**src/rtl/sd_pkg.sv**
```systemverilog
// Shared state encoding, command indices and R1 constants for the SPI-mode SD
// command host and its clock generator.
package sd_pkg;

    typedef enum logic [2:0] {
        IDLE,
        PRE,
        CMD,
        WAIT_R,
        RESP,
        POST,
        DONE
    } sd_state_t;

    localparam logic [5:0] CMD0   = 6'd0;
    localparam logic [5:0] CMD8   = 6'd8;
    localparam logic [5:0] CMD55  = 6'd55;
    localparam logic [5:0] ACMD41 = 6'd41;

    localparam logic [7:0] R1_IDLE  = 8'h01;
    localparam logic [7:0] R1_READY = 8'h00;
    localparam logic [7:0] R1_NONE  = 8'hFF;

    localparam int FRAME_W = 48;
    localparam int R1_W    = 8;

    // Start bit, transmission bit, index, argument, CRC7 and end bit.
    function automatic logic [FRAME_W-1:0] build_frame(input logic [5:0]  index,
                                                       input logic [31:0] arg,
                                                       input logic [6:0]  crc);
        return {2'b01, index, arg, crc, 1'b1};
    endfunction

    function automatic int max_int(input int a, input int b);
        return (a > b) ? a : b;
    endfunction

endpackage

```
**src/rtl/sd_spi_clkgen.sv**
```systemverilog
// SD_CLK generator: divides the system clock while enabled and flags each
// rising and falling SD_CLK edge with a one-clk strobe.
module sd_spi_clkgen #(
    parameter int CLK_DIV = 4
) (
    input  logic clk,
    input  logic rst,
    input  logic enable,
    output logic sd_clk,
    output logic rise_stb,
    output logic fall_stb
);

    localparam int CNT_W = (CLK_DIV > 1) ? $clog2(CLK_DIV) : 1;
    localparam logic [CNT_W-1:0] CNT_LAST = CNT_W'(CLK_DIV - 1);

    logic [CNT_W-1:0] half_cnt;
    logic             toggle;

    // Strobes are asserted in the clk whose edge flips sd_clk.
    assign toggle   = enable && (half_cnt == CNT_LAST);
    assign rise_stb = toggle && !sd_clk;
    assign fall_stb = toggle && sd_clk;

    always_ff @(posedge clk) begin
        if (rst || !enable) begin
            half_cnt <= '0;
            sd_clk   <= 1'b0;
        end else if (toggle) begin
            half_cnt <= '0;
            sd_clk   <= ~sd_clk;
        end else begin
            half_cnt <= half_cnt + 1'b1;
        end
    end

endmodule

```
**src/rtl/sd_spi_cmd_host.sv**
```systemverilog
// Host-side SPI-mode SD command engine: sends one 48-bit command frame and
// hunts for the card's R1 response, reporting done/timeout.
module sd_spi_cmd_host
    import sd_pkg::*;
#(
    parameter int CLK_DIV    = 4,
    parameter int NCR_MAX    = 8,
    parameter int PRE_BYTES  = 1,
    parameter int POST_BYTES = 1
) (
    input  logic        clk,
    input  logic        rst,
    input  logic        cmd_start,
    input  logic [5:0]  cmd_index,
    input  logic [31:0] cmd_arg,
    input  logic [6:0]  cmd_crc,
    output logic        busy,
    output logic        done,
    output logic [7:0]  resp,
    output logic        timeout,
    output logic        sd_clk,
    output logic        sd_cs_n,
    output logic        sd_mosi,
    input  logic        sd_miso
);

    localparam int MAX_RISES = max_int(max_int(PRE_BYTES * 8, FRAME_W),
                                       max_int(NCR_MAX * 8, POST_BYTES * 8));
    localparam int CNT_W = $clog2(MAX_RISES + 1);

    localparam logic [CNT_W-1:0] PRE_RISES   = CNT_W'(PRE_BYTES * 8);
    localparam logic [CNT_W-1:0] FRAME_RISES = CNT_W'(FRAME_W);
    localparam logic [CNT_W-1:0] POLL_RISES  = CNT_W'(NCR_MAX * 8);
    localparam logic [CNT_W-1:0] RESP_RISES  = CNT_W'(R1_W - 1);
    localparam logic [CNT_W-1:0] POST_RISES  = CNT_W'(POST_BYTES * 8);

    sd_state_t          state_q, state_d;
    logic [FRAME_W-1:0] frame_q, frame_d;
    logic [CNT_W-1:0]   cnt_q, cnt_d, cnt_inc;
    logic [R1_W-1:0]    shift_q, shift_d;
    logic [R1_W-1:0]    resp_q, resp_d;
    logic               timeout_q, timeout_d;
    logic               mosi_q, mosi_d;
    logic               clk_en;
    logic               rise_stb;
    logic               fall_stb;

    assign clk_en  = (state_q != IDLE) && (state_q != DONE);
    assign cnt_inc = cnt_q + 1'b1;

    sd_spi_clkgen #(
        .CLK_DIV (CLK_DIV)
    ) u_clkgen (
        .clk      (clk),
        .rst      (rst),
        .enable   (clk_en),
        .sd_clk   (sd_clk),
        .rise_stb (rise_stb),
        .fall_stb (fall_stb)
    );

    always_ff @(posedge clk) begin
        if (rst) begin
            state_q   <= IDLE;
            frame_q   <= '1;
            cnt_q     <= '0;
            shift_q   <= R1_NONE;
            resp_q    <= R1_NONE;
            timeout_q <= 1'b0;
            mosi_q    <= 1'b1;
        end else begin
            state_q   <= state_d;
            frame_q   <= frame_d;
            cnt_q     <= cnt_d;
            shift_q   <= shift_d;
            resp_q    <= resp_d;
            timeout_q <= timeout_d;
            mosi_q    <= mosi_d;
        end
    end

    // cnt_q counts rising SD_CLK edges within the current phase; mosi only moves on falls.
    always_comb begin
        state_d   = state_q;
        frame_d   = frame_q;
        cnt_d     = cnt_q;
        shift_d   = shift_q;
        resp_d    = resp_q;
        timeout_d = timeout_q;
        mosi_d    = mosi_q;

        unique case (state_q)
            IDLE: begin
                mosi_d = 1'b1;
                if (cmd_start) begin
                    frame_d = build_frame(cmd_index, cmd_arg, cmd_crc);
                    cnt_d   = '0;
                    if (PRE_BYTES == 0) begin
                        mosi_d  = frame_d[FRAME_W-1];
                        frame_d = {frame_d[FRAME_W-2:0], 1'b1};
                        state_d = CMD;
                    end else begin
                        state_d = PRE;
                    end
                end
            end

            PRE: begin
                if (rise_stb) begin
                    cnt_d = cnt_inc;
                    if (cnt_inc == PRE_RISES) begin
                        cnt_d   = '0;
                        state_d = CMD;
                    end
                end
            end

            CMD: begin
                if (fall_stb) begin
                    mosi_d  = frame_q[FRAME_W-1];
                    frame_d = {frame_q[FRAME_W-2:0], 1'b1};
                end else if (rise_stb) begin
                    cnt_d = cnt_inc;
                    if (cnt_inc == FRAME_RISES) begin
                        cnt_d   = '0;
                        state_d = WAIT_R;
                    end
                end
            end

            // A sampled 0 is the R1 start bit and becomes resp[7].
            WAIT_R: begin
                if (fall_stb) begin
                    mosi_d = 1'b1;
                end else if (rise_stb) begin
                    if (!sd_miso) begin
                        shift_d = {shift_q[R1_W-2:0], sd_miso};
                        cnt_d   = '0;
                        state_d = RESP;
                    end else begin
                        cnt_d = cnt_inc;
                        if (cnt_inc == POLL_RISES) begin
                            resp_d    = R1_NONE;
                            timeout_d = 1'b1;
                            cnt_d     = '0;
                            state_d   = POST;
                        end
                    end
                end
            end

            RESP: begin
                if (fall_stb) begin
                    mosi_d = 1'b1;
                end else if (rise_stb) begin
                    shift_d = {shift_q[R1_W-2:0], sd_miso};
                    cnt_d   = cnt_inc;
                    if (cnt_inc == RESP_RISES) begin
                        resp_d    = {shift_q[R1_W-2:0], sd_miso};
                        timeout_d = 1'b0;
                        cnt_d     = '0;
                        state_d   = POST;
                    end
                end
            end

            // The fall after the last trailing rise releases CS and parks SD_CLK low.
            POST: begin
                if (rise_stb) begin
                    cnt_d = cnt_inc;
                end else if (fall_stb) begin
                    mosi_d = 1'b1;
                    if (cnt_q == POST_RISES) begin
                        state_d = DONE;
                    end
                end
            end

            DONE: begin
                state_d = IDLE;
            end

            default: begin
                state_d = IDLE;
            end
        endcase
    end

    assign busy    = clk_en;
    assign done    = (state_q == DONE);
    assign resp    = resp_q;
    assign timeout = timeout_q;
    assign sd_cs_n = !clk_en;
    assign sd_mosi = mosi_q;

endmodule

```
**config.mk**
```make
export PLATFORM = sky130hd
export DESIGN_NAME = sd_spi_cmd_host
export DESIGN_NICKNAME = d
export VERILOG_FILES = /design/src/rtl/sd_pkg.sv /design/src/rtl/sd_spi_clkgen.sv /design/src/rtl/sd_spi_cmd_host.sv
export SDC_FILE = /design/constraint.sdc
export NUM_CORES = 1
export LEC_CHECK = 0
export ABC_AREA = 0
export CAP_MARGIN = 0
export CORE_UTILIZATION = 50
export DETAILED_ROUTE_END_ITERATION = 10
export PLACE_DENSITY = 0.76
export RECOVER_POWER = 100
export SLEW_MARGIN = 20
export SYNTH_ARGS = -nofsm -noshare
export SYNTH_HDL_FRONTEND = slang
export SYNTH_SLANG_ARGS = --single-unit
```
**constraint.sdc**
```tcl
create_clock -name clk -period 2.92 [get_ports clk]
set_input_delay 0.438 -clock clk [delete_from_list [all_inputs] [get_ports clk]]
set_output_delay 0.438 -clock clk [all_outputs]
set_load 0.1 [all_outputs]
```
**Word level (Yosys, flattened, before mapping)**

Cells that the tools add are included.

- Flip-flop bits (word level): 78
- Input bits: 49
- Output and inout port bits: 14

- Add/sub/neg operators: 2
- Eq/ne operators: 33
- Muxes and demuxes: 61
- Bitwise gates (word level): 1
- Reduce and logical (&&, ||, !) cells: 21

Operators by type and width:

| cell | number |
|---|---|
| 2-to-1 mux 7 bit | 19 |
| 2-to-1 mux 48 bit | 2 |
| case mux 48 bit (2 select lines) | 1 |
| 2-to-1 mux 8 bit | 7 |
| 2-to-1 mux 3 bit | 16 |
| case mux 7 bit (6 select lines) | 1 |
| != test 2 bit, second input constant | 19 |
| case mux 3 bit (6 select lines) | 1 |
| case mux 8 bit (2 select lines) | 1 |
| AND reduction 15 bit | 1 |
| equality test 7 x 4 -> 1 bit, second input constant | 2 |
| case mux 7 bit (2 select lines) | 1 |
| 2-to-1 mux 1 bit | 10 |
| AND reduction 10 bit | 1 |
| equality test 3 bit, second input constant | 3 |
| AND reduction 8 bit | 1 |
| adder 7 x 1 -> 7 bit, second input constant | 1 |
| equality test 7 x 3 -> 1 bit, second input constant | 1 |
| equality test 7 x 6 -> 1 bit, second input constant | 1 |
| equality test 7 bit, second input constant | 1 |
| equality test 3 x 2 -> 1 bit, second input constant | 2 |
| != test 3 bit, second input constant | 2 |
| AND reduction 3 bit | 2 |
| AND reduction 6 bit | 1 |
| other kinds (15) | 21 |

**Logic depth before layout (Yosys ltp)**

- Depth after elaboration: 7
- Gate-level depth with buffers: 9
- Gate-level depth less buffers: 8

**Modules after synthesis**

A second synthesis with hierarchy kept.

- Cells, all modules: 488
- Area, all modules: 3844.9 µm²

Modules (own cells, without submodules):

| module | times used | cells each | area an instance (µm²) |
|---|---|---|---|
| sd_spi_cmd_host | 1 | 476 | 3727.3 |
| sd_spi_clkgen | 1 | 12 | 117.6 |

**Least setup slack after synthesis**

No wires, ideal clock.

- Path kind: flip-flop to output port
- Start point: register state_q[2]
- End point: output port busy
- Data arrival time: 4.339 ns
- Slack: -1.857 ns
- Cell stages (with the launch flop): 6
- Path buffers: 2
- Cell sequence: dfxtp_1 -> buf_2 -> clkbuf_1 -> nor2b_1 -> nor3_1 -> inv_1

- Cells in the longest elaborated chain, start to end: 2
- Elaborated cells between the ends (all ways): 3

RTL lines:

| what | RTL line | text |
|---|---|---|
| start, declared | sd_spi_cmd_host.sv:37 | `sd_state_t state_q, state_d;` |
| start signal, assigned | sd_spi_cmd_host.sv:72 | `state_q <= state_d;` |
| != test 3 bit / nonzero test 3 bit (equally long branches) | sd_spi_cmd_host.sv:48 | `assign clk_en = (state_q != IDLE) && (state_q != DONE);` |
| logical AND 1 bit (*) | sd_spi_cmd_host.sv:48 |  |
| end, declared | sd_spi_cmd_host.sv:17 | `output logic busy,` |

Mark *: on every way between the ends. The rest lies on a longest branch, timed or not.

**Final worst setup path**

- Start point: register state_q[2]
- End point: register shift_q[4]

- Cells in the longest elaborated chain, start to end: 6
- Elaborated cells between the ends (all ways): 16

RTL lines:

| what | RTL line | text |
|---|---|---|
| != test 3 bit / nonzero test 3 bit (equally long branches) | sd_spi_cmd_host.sv:48 |  |
| logical AND 1 bit | sd_spi_cmd_host.sv:48 |  |
| logical AND 1 bit | sd_spi_clkgen.sv:21 | `assign toggle = enable && (half_cnt == CNT_LAST);` |
| logical AND 1 bit (on tied branches) | sd_spi_clkgen.sv:23, sd_spi_clkgen.sv:22 |  |
| != test 2 bit (no line) | - |  |
| AND reduction 6 bit (no line) | - |  |
| end signal, assigned | sd_spi_cmd_host.sv:75 | `shift_q <= shift_d;` |
| end, declared | sd_spi_cmd_host.sv:40 | `logic [R1_W-1:0] shift_q, shift_d;` |

Several ways; a longest one is shown, not always the timed one.
A chain may end at the register's enable or synchronous reset.

==> impl_metrics.yaml <==
outcome:
  status: "finished clean"
clocking:
  hold_buffers: 0
  post_cts_resize_count: 0
  cts-htree-levels: 3
  post_cts_buffers: 0
  clk_pin_slew_ps: 80
  cts-root-buf: "clkbuf_8"
  cts_tree: "built"
  cts_buffer_depth: 2
  numCtsBuffers: 9
  clk_latency_ps: 350
  cts.sinks: 77
timing:
  fin_worst_skew_ps: 7.96
  maxSlewViolCount: 0
  hold_viol_final: 0
  rsz0062_at_grt: "no"
  setup_slack_ps: 275
  timing.fmax_ghz: 0.378
  fin_hold_ws_ps: 439
  period_share_pct: 90.6
  relSlewSlack_pct: 22.6
  fin_setup_tns_ps: 0
  finalSetupViolations: 0
  worst_pin_slew_ps: 1170
  layout_min_cycle_time_ps: 2640
synthesis:
  syn_area_per_cell_um2: 9.26
  ys_seq_elements: 77
  yosys.area.top_type: "dfxtp_1"
  synth_compound_area_share_pct: 23.9
  syn_inst: 420
  muxShareOfSynthArea_pct: 12.6
  yosys-top-cells-area: "dfxtp_1 40%, mux2i_1 13%, a211o_1 11%"
  synth_fa_ha_area_share_pct: 1.29
  ys_seq_area_share_pct: 39.6
  yosysUniqueCellTypes: 59
  syn-num-nets: 473
  syn_area_um2: 3890
  yosys_warnings: 0
  synthSimpleGateAreaFrac_pct: 18.1
  synth_enable_flop_cells: 0
  synth.top_cell.area_share_pct: 39.6
  synth_flop_cell: "dfxtp_1"
  synth_top_family_by_area: "compound AO/OA/AOI/OAI gates"
  yosys.area_share.xor_xnor_pct: 0.225
  synthArstFlopShare_pct: 0
detailed_routing:
  drcViolationCount: 0
  vias_per_cell: 5.65
  dr.max_layer_used: "met4"
  drt-total-wl_um: 8020
  vias: 3205
  ant_nets: 0
  wl_met2_um: 3780
  wl_met3_um: 430
  first_pass_iters: 4
  m1WireLength_um: 3710
  wl_per_cell_um: 14.1
  drt_iter0_markers: 113
floorplan:
  start_util_pct: 52.8
  die_h_um: 90.2
  die_w_um: 90.2
  rows: 31
  coreArea_um2: 7370
  die-area_um2: 8140
  ios: 63
critical_path:
  critPathKind: "register to register"
  startpoint: "state_q[2]$_SDFFE_PP0P_"
  cp_max_fo: 22
  crit_end: "shift_q[4]$_SDFFE_PP1P_"
  crit_path_start_kind: "register"
  r2r_cells: 6
  r2r_start: "state_q[2]$_SDFFE_PP0P_"
  reg2reg_to: "shift_q[4]$_SDFFE_PP1P_"
  ff2ff_setup_slack_ps: 280
  cp.arrival_ps: 2880
  required_ps: 3160
  worstSetupEndpointType: "register"
power:
  p_leak_nw: 2.05
  pwr_density_cell_nw_per_um2: 593
  vdd_drop_max_mv: 0.351
placed_design:
  dp_hpwl_um: 5460
  dpl.cell_count: 552
  place_ws_ps: 562
  gp_congestion: 0.884
  io_buffers: 62
grt:
  grtUsageTotal_pct: 20.2
  antenna_found_initial: 0
  grt_overflow: 0
  grt_max_degree: 62
  grt_pass1_wl_um: 13400
  grt_pass1_vias: 2906
job:
  maxCapViolCount: 0
cells_and_area:
  diodes: 0
  final_util_pct: 63.2
  areaGrowthSynthToFinish_pct: 19.8
  drive_gt1_share_pct: 7.91
  fillers: 647
  instances_no_fill: 567
  nets: 517
min_path:
  hp-class: "register to register"
## cells in the mapped netlist (2+ instances only)
cell type  count
dfxtp_1       77
nor2_1        56
a211o_1       51
mux2i_1       49
nand2_1       17
clkbuf_1      16
a21oi_1       13
buf_2         13
nand2b_1      11
nor2b_1       11
o21ai_0       10
o32a_1         8
nand3_1        7
buf_1          5
inv_1          5
nor3_1         5
ha_1           4
a311oi_1       3
nand4_1        3
nor4b_1        3
o211ai_1       3
o21ai_1        3
o31ai_1        3
a221o_1        2
and3_1         2
and3b_1        2
nor3b_4        2
o22ai_1        2
o31a_1         2
or2_1          2
or3_1          2
## critical path, cell delays in order (launching register included)
cell	delay, ps
dfxtp_1	730
and2b_1	320
and2_1	230
o21ai_0	610
a21oi_1	80
clkbuf_2	240
a211o_1	330
## stage by stage
stage	area [um^2]	power, mW
after floorplan	3900	1.82
after global placement	4540	1.99
after detailed placement	4540	2.01
after CTS	4730	2.80
after global routing	4660	2.91
final	4660	2.76
## registers in the layout (all words and copies together) (netlist names)
signal and count:
cnt_q 7, frame_q 47, resp 8, sd_mosi 1, shift_q 7, state_q 3, timeout 1, u_clkgen.half_cnt 2
u_clkgen.sd_clk 1
## per-layer routing
metal	vias to the layer above	track usage, %
met5	-	0
met4	0	7.53
met3	11	6.35
met2	72	32.9
met1	1484	25.0
li1	1638	-
## how the worst min path moves through the flow
| stage | slack [ps] | endpoint | cells past startpoint | from |
|---|---|---|---|---|
| 6_report | 440 | u_clkgen.half_cnt[0]$_SDFF_PP0_ | 1 | u_clkgen.half_cnt[0]$_SDFF_PP0_ |
| 4_1_cts | 440 | u_clkgen.half_cnt[0]$_SDFF_PP0_ | 1 | u_clkgen.half_cnt[0]$_SDFF_PP0_ |
| 2_1_floorplan | 410 | u_clkgen.half_cnt[0]$_SDFF_PP0_ | 1 | u_clkgen.half_cnt[0]$_SDFF_PP0_ |
| 3_3_place_gp | 410 | u_clkgen.half_cnt[0]$_SDFF_PP0_ | 1 | u_clkgen.half_cnt[0]$_SDFF_PP0_ |
| 3_5_place_dp | 430 | u_clkgen.half_cnt[0]$_SDFF_PP0_ | 1 | u_clkgen.half_cnt[0]$_SDFF_PP0_ |
| 5_1_grt | 460 | u_clkgen.half_cnt[0]$_SDFF_PP0_ | 1 | u_clkgen.half_cnt[0]$_SDFF_PP0_ |
## report_power, final
group | switching, mW | internal (mW)
Clock | 0.393 | 0.393
Combinational | 0.397 | 0.298
Sequential | 0.0978 | 1.18
Total | 0.888 | 1.87
## layout by cell type (no fill, tap or decap), types with 4 or more instances in the layout
cell type / netlist / layout
dfxtp_1: 77 / 77
nor2_1: 56 / 56
a211o_1: 51 / 51
mux2i_1: 49 / 49
clkdlybuf4s50_1: 0 / 47
nand2_1: 17 / 17
a21oi_1: 13 / 13
clkbuf_1: 16 / 13
nor2b_1: 11 / 11
o21ai_0: 10 / 11
nand2b_1: 11 / 11
clkbuf_8: 0 / 9
o32a_1: 8 / 8
nand3_1: 7 / 7
inv_1: 5 / 5
nor3_1: 5 / 4
ha_1: 4 / 4
clkbuf_2: 1 / 4
## final cells by class
type / count / area [um^2] / area share, %
clock buffers: 10 / 128 / 2.74
clock inverters: 5 / 60.1 / 1.29
inverters: 5 / 18.8 / 0.403
multi-input cells: 303 / 2190 / 47.1
flip-flops and latches: 77 / 1540 / 33.1
well taps: 99 / 124 / 2.66
repair buffers: 68 / 596 / 12.8
## kinds of logic (layout without fill, tap and decap cells)
family | after synthesis | count (layout)
AOI/OAI and AO/OA | 116 | 116
xor gates and xnor gates | 1 | 1
adders and majority gates | 4 | 4
buffers and inverters | 40 | 88
DFF | 77 | 77
muxes | 49 | 49
and+or+nand+nor | 133 | 133
(Power assumes the default switching activity.)
